$ cat src/rtl/hazard_scoreboard.sv
// Pipeline hazard unit: tracks in-flight destinations in a shift scoreboard and
// derives forwarding selects, load-use stalls and MUL/DIV busy interlocks.
module hazard_scoreboard #(
   parameter int unsigned REG_AW     = 5,
   parameter int unsigned STAGES     = 3,
   parameter int unsigned LOAD_STAGE = 2,
   parameter int unsigned MULDIV_LAT = 8,
   parameter int unsigned FW         = $clog2(STAGES + 1)
) (
   input  logic              clk,
   input  logic              rst_n,
   input  logic              id_valid,
   input  logic [REG_AW-1:0] id_rs,
   input  logic [REG_AW-1:0] id_rt,
   input  logic              id_rs_used,
   input  logic              id_rt_used,
   input  logic              id_wr_en,
   input  logic [REG_AW-1:0] id_wr_reg,
   input  logic              id_is_load,
   input  logic              id_is_store,
   input  logic              id_is_muldiv,
   input  logic              id_reads_hilo,
   input  logic              id_redirect,
   output logic              enable_if,
   output logic              enable_id,
   output logic              flush_id,
   output logic              bubble_ex,
   output logic [FW-1:0]     fwd_a,
   output logic [FW-1:0]     fwd_b,
   output logic              fwd_m,
   output logic              muldiv_busy,
   output logic [1:0]        stall_cause
);

   localparam int unsigned CW = $clog2(MULDIV_LAT + 1);

   logic [STAGES:1]   sb_v_q, sb_v_d;
   logic [STAGES:1]   sb_ld_q, sb_ld_d;
   logic [REG_AW-1:0] sb_reg_q [1:STAGES];
   logic [REG_AW-1:0] sb_reg_d [1:STAGES];
   logic [CW-1:0]     md_cnt_q, md_cnt_d;

   logic          rs_use, rt_use;
   logic [FW-1:0] rs_k, rt_k;
   logic          rs_ld_early, rt_ld_early, rt_k1_ld;
   logic          st_fwd, lu_stall, md_busy, md_stall, stall;

   // Youngest-match search: walking oldest to youngest lets the lowest stage win.
   always_comb begin : match
      rs_use      = id_valid & id_rs_used;
      rt_use      = id_valid & id_rt_used;
      rs_k        = '0;
      rt_k        = '0;
      rs_ld_early = 1'b0;
      rt_ld_early = 1'b0;
      rt_k1_ld    = 1'b0;
      for (int k = int'(STAGES); k >= 1; k--) begin
         if (rs_use && sb_v_q[k] && (sb_reg_q[k] == id_rs) && (id_rs != '0)) begin
            rs_k        = FW'(k);
            rs_ld_early = sb_ld_q[k] && (k < int'(LOAD_STAGE));
         end
         if (rt_use && sb_v_q[k] && (sb_reg_q[k] == id_rt) && (id_rt != '0)) begin
            rt_k        = FW'(k);
            rt_ld_early = sb_ld_q[k] && (k < int'(LOAD_STAGE));
            rt_k1_ld    = sb_ld_q[k] && (k == 1);
         end
      end
   end

   // Store data hazard on a load in EX is covered by the MEM->MEM path.
   always_comb begin : hazards
      st_fwd   = id_is_store & rt_k1_ld & (LOAD_STAGE == 2) & ~rs_ld_early;
      lu_stall = rs_ld_early | (rt_ld_early & ~st_fwd);
      md_busy  = (md_cnt_q != '0);
      md_stall = id_valid & (id_is_muldiv | id_reads_hilo) & md_busy;
      stall    = lu_stall | md_stall;
   end

   always_comb begin : next_state
      sb_v_d  = '0;
      sb_ld_d = '0;
      for (int k = 1; k <= int'(STAGES); k++) sb_reg_d[k] = '0;
      for (int k = 2; k <= int'(STAGES); k++) begin
         sb_v_d[k]   = sb_v_q[k-1];
         sb_ld_d[k]  = sb_ld_q[k-1];
         sb_reg_d[k] = sb_reg_q[k-1];
      end
      sb_v_d[1]   = id_valid & id_wr_en & (id_wr_reg != '0) & ~stall;
      sb_ld_d[1]  = id_is_load;
      sb_reg_d[1] = id_wr_reg;

      md_cnt_d = md_cnt_q;
      if (id_valid && id_is_muldiv && !stall) md_cnt_d = CW'(MULDIV_LAT);
      else if (md_busy)                       md_cnt_d = md_cnt_q - CW'(1);
   end

   always_ff @(posedge clk or negedge rst_n) begin : state_reg
      if (!rst_n) begin
         sb_v_q   <= '0;
         sb_ld_q  <= '0;
         md_cnt_q <= '0;
         for (int k = 1; k <= int'(STAGES); k++) sb_reg_q[k] <= '0;
      end else begin
         sb_v_q   <= sb_v_d;
         sb_ld_q  <= sb_ld_d;
         md_cnt_q <= md_cnt_d;
         for (int k = 1; k <= int'(STAGES); k++) sb_reg_q[k] <= sb_reg_d[k];
      end
   end

   // Outputs held quiet while reset is asserted.
   always_comb begin : outputs
      enable_if   = 1'b0;
      enable_id   = 1'b0;
      flush_id    = 1'b0;
      bubble_ex   = 1'b0;
      fwd_a       = '0;
      fwd_b       = '0;
      fwd_m       = 1'b0;
      muldiv_busy = 1'b0;
      stall_cause = 2'b00;
      if (rst_n) begin
         enable_if   = ~stall;
         enable_id   = ~stall;
         bubble_ex   = stall;
         flush_id    = id_redirect & id_valid & ~stall;
         fwd_a       = rs_k;
         fwd_b       = rt_k;
         fwd_m       = st_fwd;
         muldiv_busy = md_busy;
         stall_cause = {md_stall, lu_stall};
      end
   end

endmodule

$ cat config.mk
export PLATFORM = sky130hd
export DESIGN_NAME = hazard_scoreboard
export DESIGN_NICKNAME = d
export VERILOG_FILES = /design/src/rtl/hazard_scoreboard.sv
export SDC_FILE = /design/constraint.sdc
export NUM_CORES = 1
export LEC_CHECK = 0
export ABC_CLOCK_PERIOD_IN_PS = 2150
export CAP_MARGIN = 40
export CORE_ASPECT_RATIO = 2
export CORE_UTILIZATION = 24
export CTS_CLUSTER_DIAMETER = 60
export DETAILED_ROUTE_END_ITERATION = 10
export GPL_TIMING_DRIVEN = 0
export SYNTH_ARGS = -nofsm -noshare
export SYNTH_HDL_FRONTEND = slang
export SYNTH_SLANG_ARGS = --single-unit
$ cat constraint.sdc
create_clock -name clk -period 2.15 [get_ports clk]
set_input_delay 0.43 -clock clk [delete_from_list [all_inputs] [get_ports clk]]
set_output_delay 0.43 -clock clk [all_outputs]
set_load 0.005 [all_outputs]
After elaboration in Yosys (flattened, before gate mapping):

Index checks and enable logic that the tools add are counted.

* output and inout port bits: 12
* register bits: 23

* add/sub/neg operators: 1
* multiplexer cells: 18
* reduce and logical (&&, ||, !) cells: 26
* equality and inequality tests: 6
* bitwise logic cells: 18

Operators with widths (count)
* $eq A5 B5 Y1: 6
* $logic_and A1 B1 Y1: 20
* $mux W2: 9
* $reduce_bool A5 Y1: 3
* $and A1 B1 Y1: 12
* $mux W4: 2
* $mux W1: 7
* $reduce_bool A4 Y1: 1
* $sub A4 B1 Y4 const B: 1
* $not A1 Y1: 3
* $or A1 B1 Y1: 3
* $reduce_bool A2 Y1: 1
* $logic_not A1 Y1: 1

Logic depth before layout (Yosys ltp):

Gate-level depths: netlist of run 1.

* depth in word-level cells: 14
* mapped depth: 8

Worst setup path before layout of run 1:

Ideal clock, no wire load.

* path type: input port to output port
* start point: in id_rs[2]
* end point: out flush_id
* arrival: 1.786 ns
* required time: 1.720 ns
* cell stages on the path: 5
* path slack: -0.066 ns
* cells stage by stage: or4_4 > o21ai_4 > nor3_2 > a22o_1 > nor4b_1

* cells in the longest elaborated chain, start to end: 13
* elaborated cells between the ends (all ways): 14
* classes of those cells: eq/ne: 1; mux: 2; bitwise: 8; reduce/logical: 3

RTL lines
* start: declaration: RTL line 13 `input logic [REG_AW-1:0] id_rs,`
* $eq A5 B5 Y1: RTL line 58 `if (rs_use && sb_v_q[k] && (sb_reg_q[k] == id_rs) && (id_rs != '0)) begin`
* $logic_and A1 B1 Y1: RTL line 58
* $logic_and A1 B1 Y1 (*): RTL line 58
* $mux W1 (*): RTL line 58
* $not A1 Y1: RTL line 72 `st_fwd = id_is_store & rt_k1_ld & (LOAD_STAGE == 2) & ~rs_ld_early;`
* $and A1 B1 Y1: RTL line 72
* $not A1 Y1: RTL line 73 `lu_stall = rs_ld_early | (rt_ld_early & ~st_fwd);`
* $and A1 B1 Y1: RTL line 73
* $or A1 B1 Y1 (*): RTL line 73
* $or A1 B1 Y1 (*): RTL line 76 `stall = lu_stall | md_stall;`
* $not A1 Y1 (*): RTL line 126 `flush_id = id_redirect & id_valid & ~stall;`
* $and A1 B1 Y1 (*): RTL line 126
* $mux W1 (*): RTL line 122 `if (rst_n) begin`
* end: declaration: RTL line 26 `output logic flush_id,`

Mark *: on every way between the ends. The rest lies on a longest branch, timed or not.

Worst setup path after layout of run 1:

* start point: in id_rs[0]
* end point: out flush_id

The elaborated chain is that of the path after synthesis.

==> results.txt, run 1 <==
Detailed placement ended at an HPWL of 2.57 mm. For the H-tree depth, the log shows 1. Yosys mapped a number of flops with a built-in enable equal to 0. After detailed routing, the average wire length per cell comes to 14.4 µm. Relative to the synthesized area, the layout overhead comes to 65.6%. Sequential elements use 44.8% of the synthesized area. The type of the worst setup path is in2out.

The highest clock rate is 414 MHz. Worst min-delay path class: in2async. Synthesis inferred 23 register bits.

Startpoint type of the worst setup path: an input pin. The total global routing overflow is 0, and the cell depth of the worst flop-to-flop path is 9. The number of antenna violations at the first check in global routing was 0; the number of fill cells was 498. The most instantiated library cell after synthesis is sky130_fd_sc_hd__xnor2_1.

The number of global-route vias before repair came out at 1231. In the final layout, the share of cells above drive strength 1 is 44.4%. The maximum count of clock buffers along a single path came out at 2. The clock reaches the later pin of the worst-skew pair after 260 ps. The setup violation total in the final timing report came out at 10. Measured along the y axis, the die boundary spans 105 µm.

The largest individual stage delay along the critical path comes from the cell sky130_fd_sc_hd__or4_4. The initial utilization of the core area, before any placement, comes to 25.0%. For this design, the sink count on the clock tree is 23. The via count of the routed design was 1168. Measured against its own limit, the worst slew margin works out to 65.9%.

The run gives 0.916 nW as the static leakage. The fraction of registers with async set/reset came out at 100%. Clock skew on the completed layout was measured at 5.97 ps.

The tools report the number of maximum-capacitance violations as 0. In the synthesized netlist, the cells that appear most often are sky130_fd_sc_hd__xnor2_1, sky130_fd_sc_hd__dfrtp_1, sky130_fd_sc_hd__nand2_1, sky130_fd_sc_hd__nand4_1. Final cycle utilization of the critical path: 112%.

TritonCTS built the clock tree. The tools report the row count as 37. For the post-route core utilization, the log shows 41.4%.

TritonCTS created 3 clock buffers. Antenna diode count: 0. The vias per cell came out at 4.73.

The horizontal die dimension works out to 53.7 µm. CTS placed an instance of sky130_fd_sc_hd__clkbuf_8 at the clock tree root. The register clock-pin slew on the reported worst setup and hold paths was 70 ps. Mapped cell area: 1280 µm². Setup repair after global routing could not meet its margin everywhere. Ranked by total cell area, the synthesized netlist is headed by sky130_fd_sc_hd__dfrtp_1, sky130_fd_sc_hd__xnor2_1, sky130_fd_sc_hd__nand4_1, sky130_fd_sc_hd__xor2_1, sky130_fd_sc_hd__or4_1. The number of failing hold endpoints at the final stage is 0. For this run, the detailed router's first-pass iteration total came to 4. The share of the synthesized area in the top cell type is 44.8%, and the final critical path time including I/O delays and setup is 2420 ps. The final reports fail on setup timing. The power density of the placed cells works out to 637 nW/µm². Across every metal layer, demand over resource in global routing totals 13.8%.

Wires add up to 3.57 mm. The synthesized design spends more area on one cell type than any other, namely sky130_fd_sc_hd__dfrtp_1. The run finished, with violations left. The count of buffers added on input and output ports is 36. The floorplan step defined a core boundary enclosing 5140 µm². The tools report the net count reported at finish as 217. The tools report the post-synthesis instance total as 123. The tools report the final critical-path setup slack as -266 ps. For the pin with the worst max-slew slack, the measured transition is 506 ps.

Of all nets on the critical path, the largest fanout is 4. Entering global routing, the biggest net connects 20 pins. The largest incremental delay on the critical path works out to 540 ps. The tools report the max-slew violation count as 0.

At the worst endpoint, the required time is 1720 ps. For the worst setup path, the data arrival time is 1990 ps. The tools report the number of nets produced by synthesis as 150. The worst-case hold slack is 3.22 ps.

38 I/O pins were placed. After synthesis, the netlist uses 36 different library cells. The total die area was 5660 µm². The number of hold buffers added after CTS came out at 0. The run gives 0 as the number of remaining DRC errors.

The Yosys step of the flow raised 0 warnings. The first-pass GRT wire length came out at 5.66 mm. The detailed router finished its first iteration with 18 violations.

Across the VDD grid, the largest voltage drop is 0.272 mV. Among all flip-flop cells after synthesis, the most frequent one is sky130_fd_sc_hd__dfrtp_1. The signal on the critical path passes through buf_8 > or4_4 > o21ai_4 > nor3_4 > a22o_1 > nor4b_2 > buf_2. The congestion estimate from routability-driven global placement came to 0.726. The count of nets left with antenna violations once routing finished came out at 0. After synthesis, the mean cell area works out to 10.4 µm². STA classifies the critical path endpoint as an output port.
==> worst paths after layout <==
path | startpoint | end | slack, ps
min | rst_n | sb_reg_d[2] | 3
max reg2reg | sb_reg_d[5] | md_cnt_q[3] | 220
min reg2reg | sb_v_q[2] | sb_v_q[3] | 380
min in group clk | sb_v_q[2] | sb_v_q[3] | 380
max | id_rs[0] | flush_id | -270
max in group asynchronous | rst_n | sb_reg_d[0] | 1800
==> metal layers <==
metal  global-route usage, %  up-vias  part of all wire (%)
li1                        -      574                     -
met1                    12.9      566                    33
met2                    27.3       22                    63
met3                    1.01        6                   2.0
met4                    6.02        0                   2.2
met5                       0        -                     0
==> final cells by class <==
class                           instances  area [µm²]  area share, %
Clock buffer                            3        41.3           1.94
Sequential cell                        23         576           27.1
Multi-Input combinational cell         93         842           39.6
Timing Repair Buffer                   63         566           26.6
Inverter                                4        15.0          0.706
Buffer                                  2        8.76          0.412
Clock inverter                          1        5.00          0.235
Tap cell                               58        72.6           3.41
==> cell families after synthesis <==
family,Yosys count,share of synthesized area [%]
simple gates,46,21.4
xor+xnor,30,20.5
flops,23,44.8
compound gates,16,9.94
buf+inv,7,2.34
fa+ha+maj,1,0.975
==> where the power goes <==
group,internal [mW],leakage [nW],switching [mW]
logic,0.309,0.616,0.229
clock network,0.129,0.0255,0.135
registers,0.492,0.275,0.0602
total,0.931,0.916,0.423
==> flip-flops by register name, summed over array words and instances, names as in the netlist <==
register  flops
md_cnt_q      4
sb_reg_d     10
sb_v_q        3
sb_ld_q       1
sb_reg_q      5
==> worst max-delay path, delay by kind of cell <==
| family | cells | cell delay [ps] |
|---|---|---|
| AO/OA/AOI/OAI | 2 | 470 |
| buffers and inverters | 2 | 250 |
| AND/OR/NAND/NOR | 3 | 840 |
==> stage by stage <==
stage | setup TNS, ps | power (mW) | cell area [µm²] | setup WS (ps) | std cells
2_1_floorplan | 0 | 0.752 | 1290 | 13.6 | 123
3_3_place_gp | -14730 | 0.886 | 1720 | -1210 | 217
3_5_place_dp | -12830 | 0.903 | 1740 | -1180 | 218
4_1_cts | -1620 | 1.33 | 2020 | -271 | 243
5_1_grt | -2220 | 1.44 | 2130 | -312 | 247
6_report | -1650 | 1.35 | 2130 | -266 | 247
==> cell usage in the layout (no fill, tap or decap), types with 5 or more instances in the layout <==
master,instances
sky130_fd_sc_hd__buf_2,13
sky130_fd_sc_hd__buf_4,16
sky130_fd_sc_hd__clkdlybuf4s50_1,11
sky130_fd_sc_hd__nand4_1,7
sky130_fd_sc_hd__dfrtp_1,23
sky130_fd_sc_hd__buf_6,15
sky130_fd_sc_hd__nand2_1,7
sky130_fd_sc_hd__xnor2_1,21
sky130_fd_sc_hd__xnor2_2,5
==> timing repair <==
action,4_1_cts,5_1_grt
endpoints found under the setup margin,16,13
gates resized for setup,135,18
buffers inserted,22,4
pin swaps,30,21
gates cloned,0,0
Note: power is estimated with default switching activity, not from simulation.
==> inputs of run 2 (changes only) <==
- ABC_CLOCK_PERIOD_IN_PS: 2150 -> 2600
- CAP_MARGIN: 40 -> 30
- clock period: 2.15 -> 2.6 ns (I/O delays scaled with it)
==> run 2 against run 1 <==
Clock skew fell by 2.5 ps; critical path depth increased by 1; core utilization down 2.5 points; flip-flop and latch count unchanged; die area unchanged; largest cell class unchanged; non-clock buffer count down 13; hold slack improved by 180 ps; combinational power is 33% lower; sequential share of layout area rose by 1.7 points; register-to-register slack better by 650 ps; the flow still finishes with violations (setup timing).
==> results.txt, run 2 (same netlist as run 1, synthesis figures left out) <==
The number of port buffers was 36. The total met2 wirelength after detailed routing was 1.99 mm. Cell type group with the largest total delay on the critical path: simple AND/OR/NAND/NOR gates. The net count of the finished layout is 204.

The first global-routing pass estimated 5.22 mm of wire. In this run the vertical extent of the chip is 105 µm. The design area was 2000 µm²; the number of cells after detailed placement was 218. The clock tree root buffer cell is sky130_fd_sc_hd__clkbuf_8. The endpoint of the worst-slack reg-to-reg timing path was md_cnt_q[3].

The tools report the final wirelength as 3.30 mm. The final reports fail on setup timing. For the final routed database, the setup TNS stands at -104 ps. The total buffers and inverters traversed by the critical path is 3, and the layout overhead on the synthesized area is 55.7%. The tools report the total iterations of the first detailed-routing run as 3. The tools report the total power draw as 1.04 mW. Routed signal wires occupy layers up through met4. Standard cell with the maximum stage delay on the critical path: sky130_fd_sc_hd__or4_4.

For this run, the top clock speed supported by timing is 371 MHz. After detailed routing, the wire length on met1 is 1.16 mm. The final weighted congestion in routability-driven placement was 0.708; the latest clock arrival within the worst-skew pair was 260 ps. Final hold analysis gives a worst-case slack of 185 ps.

For this run, the slowest stage of the critical path takes 530 ps. The maximum count of clock buffers along a single path is 2. The number of flip-flops under the largest register name came out at 10. The final critical-path setup slack is -95.9 ps, and the transition time at the pin with the least slew margin is 517 ps.

The startpoint of the worst-slack reg-to-reg timing path was sb_reg_d[9]. In the final layout, flip-flops and latches occupy 576 µm². The number of antenna violations at the first check in global routing came out at 0. The total global routing overflow was 0. The path class of the tightest hold or removal check is in2async.

Setup violations remaining at the end of the flow were counted as 2. For this run, the number of standard cells in the final layout without fillers is 234. For the final database, setup skew stands at 3.49 ps. The routed layout has 1129 vias. The number of global-route vias before repair is 1148.

In this run the worst path has a maximum fanout of 5. The cell area after placement is 1740 µm², and the number of remaining DRC errors is 0. The multi-input combinational cells in the finished layout cover a total of 810 µm².

The wire-length estimate of the detail-placed layout is 2.55 mm. Setup repair after global routing could not meet its margin everywhere. The remaining max-slew budget at the tightest pin was 65.2%; the number of fill cells was 496. For the number of buffers added by the clock tree synthesis step, the log shows 3.

STA classifies the critical path startpoint as an input pin. The run finished, with violations left. The logs give 0 for the antenna diode count and 0 for the max-slew violation count.

The horizontal die dimension works out to 53.7 µm. The worst path needs 2700 ps of the cycle, external delays included. In this run the remaining antenna-violating nets after routing total 0.

The cell depth of the worst flop-to-flop path came out at 7. Leaving out fill and tap cells, the most frequent cell in the layout is sky130_fd_sc_hd__xnor2_1. The floorplan step defined a die boundary enclosing 5660 µm². Number of failing hold endpoints at the final stage: 0.

In the layout the commonest cells are sky130_fd_sc_hd__xnor2_1, sky130_fd_sc_hd__dfrtp_1, sky130_fd_sc_hd__clkdlybuf4s50_1, sky130_fd_sc_hd__buf_4, sky130_fd_sc_hd__buf_6. For this design, the CTS-stage hold fixing added 0 buffers. TritonCTS built the clock tree. Count of pins on the block boundary: 38.

Detailed routing placed a total of 86 µm of wire on met3. The clock net in this run drives a total of 23 sinks. In the routed layout, each cell is associated on average with a via count of 4.82.

The final critical path takes up 104% of the cycle. The type of the worst setup path is in2out. The run gives 1 as the H-tree depth.

Dividing total power by cell area gives a power density of 520 nW/µm². The combined global-route utilization of all metal layers is 12.6%. Entering global routing, the biggest net connects 21 pins.

The share of layout cells above drive strength 1 came out at 35.2%. The worst setup path is captured at an output port. STA puts the critical path data required time at 2080 ps.

Initial cell density of the core: 25.0%. Across the VDD grid, the largest voltage drop is 0.254 mV. The data arrival time of the worst path was 2180 ps; the register clock-pin slew on the reported worst setup and hold paths was 80 ps.

Static leakage: 0.826 nW. The first routing iteration left 6 violations. Dividing the detail-routed wire length by the instance count gives 14.1 µm. Traced cell by cell, the critical path runs through buf_8 > or4_4 > o21ai_4 > nor3_4 > buf_6 > a22o_4 > nor4b_4 > buf_2. The region available for standard cell placement spans 5140 µm². The number of maximum-capacitance violations was 0; the minimum setup slack among reg-to-reg paths was 870 ps. The run gives 37 as the row count.
run 2: cell types whose count changed in the layout (fill, tap and decap cells not counted), sizes merged:
| cell | change |
|---|---|
| buf | -22 |
| clkbuf | +4 |
| clkdlybuf4s15 | +2 |
| clkdlybuf4s18 | +1 |
| clkdlybuf4s50 | +2 |
| clkinv | -1 |
| clkinvlp | +1 |
run 2: layout make-up:
cell class,count,area share [%]
Inverter,4,0.751
Multi-Input combinational cell,93,40.5
Sequential cell,23,28.8
Tap cell,58,3.63
Clock buffer,3,2.07
Buffer,2,0.438
Timing Repair Buffer,50,23.4
Clock inverter,1,0.376
run 2: metrics by stage:
stage	worst slack [ps]	util, %
global placement	-1030	33.4
floorplan	204	-
CTS	-121	37.0
detailed placement	-1030	33.9
finish	-95.9	38.9
global route	-149	38.9
run 2: worst max-delay path by stage:
stage	start	endpoint	slack [ps]	depth (start not counted)
3_5_place_dp	id_rt[0]	flush_id	-1030	7
4_1_cts	id_rs[0]	flush_id	-120	8
5_1_grt	id_rs[4]	flush_id	-150	8
2_1_floorplan	id_rs[2]	flush_id	200	5
3_3_place_gp	id_rt[0]	flush_id	-1030	7
6_report	id_rs[4]	flush_id	-100	8
run 2: repair_timing:
action,in CTS,in global routing
setup endpoints to repair,12,11
hold endpoints to repair,0,0
pin swaps,12,9
setup buffers,6,8
resized for setup,99,25
run 2: worst reg2reg max path, delay by kind of cell, from the launching register on:
| family | cells | cell delay [ps] |
|---|---|---|
| compound gates | 2 | 380 |
| xor+xnor | 1 | 160 |
| buf+inv | 2 | 240 |
| flops | 1 | 420 |
| simple gates | 2 | 420 |
run 2: report_power, final:
group / switching [mW] / internal (mW) / total, mW
Combinational: 0.164 / 0.195 / 0.359
Sequential: 0.0495 / 0.407 / 0.457
Clock: 0.116 / 0.108 / 0.224
Total: 0.329 / 0.710 / 1.04
run 2: routing by layer:
metal	global-route usage (%)	vias up
met1	12.6	557
met4	5.08	0
met2	24.2	22
li1	-	545
met3	0.866	5
met5	0	-
==> patch: new RTL, flow settings as in run 1 <==
Set the parameter `REG_AW` to 7 (it was 5).
--- a/src/rtl/hazard_scoreboard.sv
+++ b/src/rtl/hazard_scoreboard.sv
@@ -1,7 +1,7 @@
 // Pipeline hazard unit: tracks in-flight destinations in a shift scoreboard and
 // derives forwarding selects, load-use stalls and MUL/DIV busy interlocks.
 module hazard_scoreboard #(
-   parameter int unsigned REG_AW     = 5,
+   parameter int unsigned REG_AW     = 7,
    parameter int unsigned STAGES     = 3,
    parameter int unsigned LOAD_STAGE = 2,
    parameter int unsigned MULDIV_LAT = 8,
Interface: changed (resized id_rs, id_rt and id_wr_reg); port bits go from 38 to 44. The function was not compared with the original's and may differ.
==> patch against run 1 <==
- the flow still finishes with violations (negative setup slack)
- die area up 22%
- non-clock buffer count down 8
- sequential cell count grew 6
- synthesized cell count rose by 19%
- worst setup slack worse by 39 ps
- clock power increased to 2.5 times the old value
- routed wire length rose by 26%
- area after synthesis up 23%
- sequential power grew 20%
- final cell count increased by 19%
- design area is 16% higher
- total power is 36% higher
- critical endpoint is now enable_if
- largest power group is now clock
==> patch: results (changes against run 1) <==
Global route
  • GRT Util Overall: 14.4% (+0.60 points)

Detailed routing
  • Initial DRC count: 34 (+16)
  • Total Wirelength: 4490 um (+26%)
  • WL met2: 2640 um (+18%)
  • Vias/cell: 4.51 (-4.6%)

Yosys
  • Mapped Cells: 146 (+19%)
  • Xor/xnor share of the synthesized area: 23.9% (+3.4 points)
  • Synth top area cells: dfrtp_1 (46%), xnor2_1 (24%), nand4_1 (4.8%)

Place
  • I/O Buffers: 43 (+19%)
  • Post-place setup slack: -1160 ps (+23.3 ps)

Timing
  • Final setup viols: 10 (unchanged)
  • Final TNS setup: -2080 ps (-428 ps)
  • Worst Skew: 6.73 ps (+0.764 ps)
  • Final setup margin: -305 ps (-39.4 ps)
  • Worst Max-Slew Pin Slew: 495 ps (-11.4 ps)

Cells and area
  • Fin nets: 242 (+12%)
  • Area Growth Syn to Fin: 56.1%

Setup path
  • Max Fanout on Critical Path: 3 (-1)
  • Setup slack, reg-to-reg: 380 ps (+160 ps)
  • Slowest stage delay, CP: 570 ps (+30 ps)

Run status
  • Status: finished, violations left
  • Failing checks: negative setup slack

CTS
  • Worst-path clk slew: 50 ps (-20 ps)

Power
  • Sequential Power Share: 35.9% (-4.9 points)
  • Static Leak: 0.00104 uW (+13%)
  • Clock group power: 670 uW (+150%)
  • Int Power: 1330 uW (+43%)
==> patch: changes by cell type in the layout (fill, tap and decap cells not counted), moves of 6 or more <==
cell,run 1,this run
xnor2_1,21,37
buf_4,16,9
dfrtp_1,23,29
inv_1,1,7
==> patch: final cells by class <==
class,instances,area share [%]
flip-flops and latches,29,29.5
well taps,86,4.38
inverters,7,1.07
repair buffers,56,19.6
plain buffers,1,0.458
clock buffers,7,5.80
multi-input cells,109,39.1
==> patch: timing repair <==
item                       CTS  global route
setup endpoints to repair   12            11
gates cloned                 0             0
setup buffers               12             2
gates resized for setup    125            20
pin swaps                   23            10
==> patch: worst paths after layout <==
kind	from	endpoint	cells after the start
max	sb_reg_d[12]	enable_if	7
min	rst_n	sb_reg_q[6]	1
max reg2reg	sb_reg_d[12]	sb_v_q[1]	6
min reg2reg	sb_v_q[2]	sb_v_q[3]	0
max in group asynchronous	rst_n	sb_v_q[1]	1
min in group clk	sb_v_q[2]	sb_v_q[3]	0
